## src/rtl/pipeline_sched_ctrl.sv

```systemverilog
// rtl/pipeline_sched_ctrl.sv - front-end stall/flush controller with context-switch sequencer
// Optional macro CS_STALL_COUNT_EN adds the context-switch stall-cycle counter.
module pipeline_sched_ctrl #(
    parameter int DRAIN_CYCLES = 4,
    parameter int CNT_W        = 16
) (
    input  logic             clk_i,
    input  logic             rst_ni,
    input  logic             icache_busywait_i,
    input  logic             dcache_busywait_i,
    input  logic             branch_jump_signal_i,
    input  logic             ex_mem_read_i,
    input  logic [4:0]       ex_rd_i,
    input  logic [4:0]       id_rs1_i,
    input  logic [4:0]       id_rs2_i,
    input  logic             cs_req_i,
    input  logic             cache_switch_done_i,
    output logic             pc_hold_o,
    output logic             if_hold_o,
    output logic             if_flush_o,
    output logic             id_ex_bubble_o,
    output logic             cache_switch_start_o,
    output logic             cs_ack_o,
    output logic             cs_busy_o,
    output logic [CNT_W-1:0] cs_stall_cycles_o
);

    typedef enum logic [1:0] {S_RUN, S_DRAIN, S_SWITCH, S_RESUME} state_e;

    localparam logic [3:0] DRAIN_INIT = 4'(DRAIN_CYCLES - 1);

    state_e     state_q;
    logic [3:0] drain_cnt_q;
    logic       sw_first_q;

    logic busy;
    logic load_use;
    logic cs_accept;

    assign busy      = icache_busywait_i | dcache_busywait_i;
    assign load_use  = ex_mem_read_i && (ex_rd_i != 5'd0) &&
                       ((ex_rd_i == id_rs1_i) || (ex_rd_i == id_rs2_i));
    assign cs_accept = (state_q == S_RUN) && cs_req_i && !busy && !branch_jump_signal_i;

    always_ff @(posedge clk_i or negedge rst_ni) begin
        if (!rst_ni) begin
            state_q     <= S_RUN;
            drain_cnt_q <= 4'd0;
            sw_first_q  <= 1'b0;
        end else begin
            case (state_q)
                S_RUN: begin
                    if (cs_accept) begin
                        state_q     <= S_DRAIN;
                        drain_cnt_q <= DRAIN_INIT;
                    end
                end
                S_DRAIN: begin
                    // A busy dcache means the MEM-stage op has not retired, so the drain stalls too.
                    if (!dcache_busywait_i) begin
                        if (drain_cnt_q == 4'd0) begin
                            state_q    <= S_SWITCH;
                            sw_first_q <= 1'b1;
                        end else begin
                            drain_cnt_q <= drain_cnt_q - 4'd1;
                        end
                    end
                end
                S_SWITCH: begin
                    sw_first_q <= 1'b0;
                    if (cache_switch_done_i) begin
                        state_q <= S_RESUME;
                    end
                end
                default: begin
                    state_q <= S_RUN;
                end
            endcase
        end
    end

    always_comb begin
        pc_hold_o            = 1'b0;
        if_hold_o            = 1'b0;
        if_flush_o           = 1'b0;
        id_ex_bubble_o       = 1'b0;
        cache_switch_start_o = 1'b0;
        cs_ack_o             = 1'b0;
        cs_busy_o            = 1'b0;
        if (rst_ni) begin
            cs_busy_o = (state_q != S_RUN);
            case (state_q)
                S_RUN: begin
                    // A redirect makes the ID instruction wrong-path, so its load-use hazard is moot.
                    if (busy) begin
                        pc_hold_o = 1'b1;
                        if_hold_o = 1'b1;
                    end else if (branch_jump_signal_i) begin
                        if_flush_o     = 1'b1;
                        id_ex_bubble_o = 1'b1;
                    end else if (load_use) begin
                        pc_hold_o      = 1'b1;
                        if_hold_o      = 1'b1;
                        id_ex_bubble_o = 1'b1;
                    end
                end
                S_DRAIN: begin
                    pc_hold_o  = 1'b1;
                    if_flush_o = 1'b1;
                end
                S_SWITCH: begin
                    pc_hold_o            = 1'b1;
                    if_flush_o           = 1'b1;
                    cache_switch_start_o = sw_first_q;
                end
                default: begin
                    cs_ack_o = 1'b1;
                end
            endcase
        end
    end

`ifdef CS_STALL_COUNT_EN
    logic [CNT_W-1:0] stall_cnt_q;

    always_ff @(posedge clk_i or negedge rst_ni) begin
        if (!rst_ni) begin
            stall_cnt_q <= '0;
        end else if (cs_accept) begin
            stall_cnt_q <= '0;
        end else if ((state_q != S_RUN) && (stall_cnt_q != {CNT_W{1'b1}})) begin
            stall_cnt_q <= stall_cnt_q + 1'b1;
        end
    end

    assign cs_stall_cycles_o = stall_cnt_q;
`else
    assign cs_stall_cycles_o = '0;
`endif

endmodule

```

## config.mk

```make
export PLATFORM = sky130hd
export DESIGN_NAME = pipeline_sched_ctrl
export DESIGN_NICKNAME = d
export VERILOG_FILES = /design/src/rtl/pipeline_sched_ctrl.sv
export SDC_FILE = /design/constraint.sdc
export NUM_CORES = 1
export LEC_CHECK = 0
export BUFFER_PORTS_ARGS = -buffer_cell sky130_fd_sc_hd__buf_2
export CORE_MARGIN = 5
export CORE_UTILIZATION = 25
export CTS_CLUSTER_SIZE = 20
export DETAILED_ROUTE_END_ITERATION = 12
export MAX_ROUTING_LAYER = met4
export PLACE_DENSITY = 0.59
export SETUP_SLACK_MARGIN = 0.05
export SYNTH_ARGS = -nofsm -noshare
export SYNTH_HDL_FRONTEND = slang
export SYNTH_SLANG_ARGS = --single-unit
```

## constraint.sdc

```tcl
create_clock -name clk_i -period 2.21 [get_ports clk_i]
set_clock_uncertainty 0.2 [all_clocks]
set_input_delay 0.1105 -clock clk_i [delete_from_list [all_inputs] [get_ports clk_i]]
set_output_delay 0.1105 -clock clk_i [all_outputs]
set_load 0.01 [all_outputs]
```

==> run metrics <==
CTS tree yes; global placement routability congestion 0.7281; warnings from Yosys 0; DRT iter0 DRCs 10; Critical Path RT 1.90 ns; Layout area overhead 22.97%; Hold Crit Class input port to asynchronous set/reset pin; register bit total from synthesis 7; CTS Root Cell clkbuf_4; CTS sink count 7; crit end category output pin; leading area contributor after synthesis dfrtp_1; Lkg Pwr 0.0005332 µW; Post-Route WL roughly 1800 µm; DRT Pass-1 Iters 4; largest net degree at the start of global routing 15; RSZ-0062 raised after global routing false; Yosys cell types 36; terminus of the critical flop-to-flop path state_q[1]; DRC viols 0; syn avg cell area 8.515 µm²; area post-placement slightly above 1000 µm²; met3 wire len 152 µm; setup TNS 0 ns; Setup CP Type register to output pin; initial antenna violation count 0; Die H 69.23 µm; layout cell share with drive strength beyond 1 a little under a third; placed cells 178; CORE AREA 3363 µm²; first-pass GRT wire length 3153 µm; Die X ~69 µm; CTS clk-pin slew, worst paths 0.06 ns; Syn Inst Count 103; Std-Cell Rows 21; sequential share of the synthesized area 19.97%; Ant. Diodes 0; Max Clock Freq 0.5032 GHz; minimum clock period ~2.0 ns; crit path DAT between 1.5 and 2 ns; # nets final 169; fin cells 184; port buffer count 29; Crit Reg-Reg Startpoint state_q[1]; H-tree levels 1; Hold Violations, Final 0; setup violators final 0; PwrDens 961.1 nW/µm²; Vias 760; post-DR vias/cell 4.130; Max VDD drop 0.5814 mV; dpl hpwl 1620 µm; GRT Total Usage 8.001%; most common cell after layout, fill and taps aside buf_2; # IOs 46; top cell type's share of synthesized area 19.97%; most frequent cells in the layout buf_2 (29), conb_1 (16), xnor2_1 (12); CP Max Fanout 10; # Max-Cap Violations 0; clk_lat worst skew ~0.26 ns; top post-synthesis cells by area dfrtp_1 (20%), buf_4 (14%), xnor2_1 (12%); Post-Route M1 WL a little over 800 µm; die footprint 4793 µm²; status finished, final reports clean; Detail Route Antenna Nets 0; post-route design area about 1100 µm²; wire length per cell 10.01 µm; startpoint types register; synthesized cell area around 880 µm²; R2R setup slack 0.23 ns; vias in the first global route 785; Max Slew Vio Count 0; CTS Buffer Depth 2; Num CTS Buffers 3; total gr overflow 0; highest metal used met3; final worst-path cycle share 89.92%; Reg2Reg Depth 6; starting density of the core between 20% and 30%; met2 WL 882 µm
[layout make-up]
cell class,instances,area [µm²]
inverters,10,37.54
clock buffers,4,26.28
fillers,382,2285
repair buffers,33,180.2
multi-input cells,84,601.8
flip-flops and latches,7,175.2
well taps,46,57.56
[power breakdown]
part / switching, µW / internal [µW]
registers: 70.2 / 191
clock network: 54.9 / 69.4
logic: 349 / 302
[registers in the layout (all words and copies together) (netlist names)]
| register | flops |
|---|---|
| state_q | 2 |
| sw_first_q | 1 |
| drain_cnt_q | 4 |
[through the flow]
stage	total power, µW	setup slack, ns	hold WS [ns]	util (%)
floorplan	748.5	0.2700	-0.3851	-
global placement	919.7	0.2810	-0.2016	30.54
detailed placement	916.6	0.2341	-0.1975	30.54
CTS	1046	0.1507	0.06643	31.92
global route	1146	0.09309	0.05961	32.07
finish	1037	0.2228	0.06027	32.07
[worst max-delay path by stage]
stage	cells past startpoint	slack, ns	from	endpoint
finish	8	0.22	state_q[1]	pc_hold_o
global route	8	0.09	state_q[0]	pc_hold_o
CTS	8	0.15	state_q[0]	pc_hold_o
detailed placement	6	0.23	state_q[1]	state_q[1]
global placement	6	0.28	state_q[1]	state_q[1]
floorplan	7	0.27	drain_cnt_q[0]	state_q[1]
[layer usage]
| metal | up-vias | track usage [%] |
|---|---|---|
| li1 | 384 | - |
| met1 | 344 | 9.019 |
| met2 | 32 | 14.19 |
| met3 | 0 | 3.043 |
| met4 | 0 | 0.2169 |
| met5 | - | - |
[cell families after synthesis]
| kind of cell | after synthesis | synth area share [%] |
|---|---|---|
| XOR/XNOR | 12 | 11.98 |
| AO/OA/AOI/OAI | 19 | 20.11 |
| other | 1 | 0.4275 |
| multiplexers | 2 | 2.425 |
| flip-flops | 7 | 19.97 |
| buffers and inverters | 27 | 18.40 |
| AND/OR/NAND/NOR | 28 | 16.69 |
| adder cells (fa/ha/maj) | 7 | 9.985 |
[Yosys cell counts]
master and instances:
a31oi_1 1, ha_1 7, mux2_1 1, nor2_1 8, o2111a_1 1, buf_4 16, xnor2_1 12, nor2b_1 2
a221oi_2 1, o21a_1 1, conb_1 1, o21ai_1 1, o211ai_1 1, nand3_1 2, inv_1 10, dfrtp_1 7
or3_1 1, o22ai_2 1, and2_1 1, a31oi_4 1, clkbuf_1 1, nand2_1 4, a21oi_1 4, nor3_1 3
o21ai_2 1, or4_4 1, o31ai_4 1, a41o_1 1, nand2b_1 2, o21ai_0 1, nor4b_1 1, o21bai_1 1
nor2_2 1, mux2i_1 1, a22o_1 2, and3_1 2
[worst max-delay path: stages, from the launching register on]
cell      delay, ns
dfrtp_1        0.43
inv_1          0.09
ha_1           0.17
buf_4          0.17
inv_1          0.08
nor3_2         0.19
a221oi_2       0.07
nor2_1         0.08
buf_2          0.13
[what timing repair did]
| item | 4_1_cts | 5_1_grt |
|---|---|---|
| endpoints found under the setup margin | 0 | 1 |
| setup buffers | 0 | 0 |
| endpoints found under the hold margin | 9 | 0 |
| hold buffers | 2 | 0 |
| resized for setup | 0 | 2 |
(Power assumes the default switching activity.)
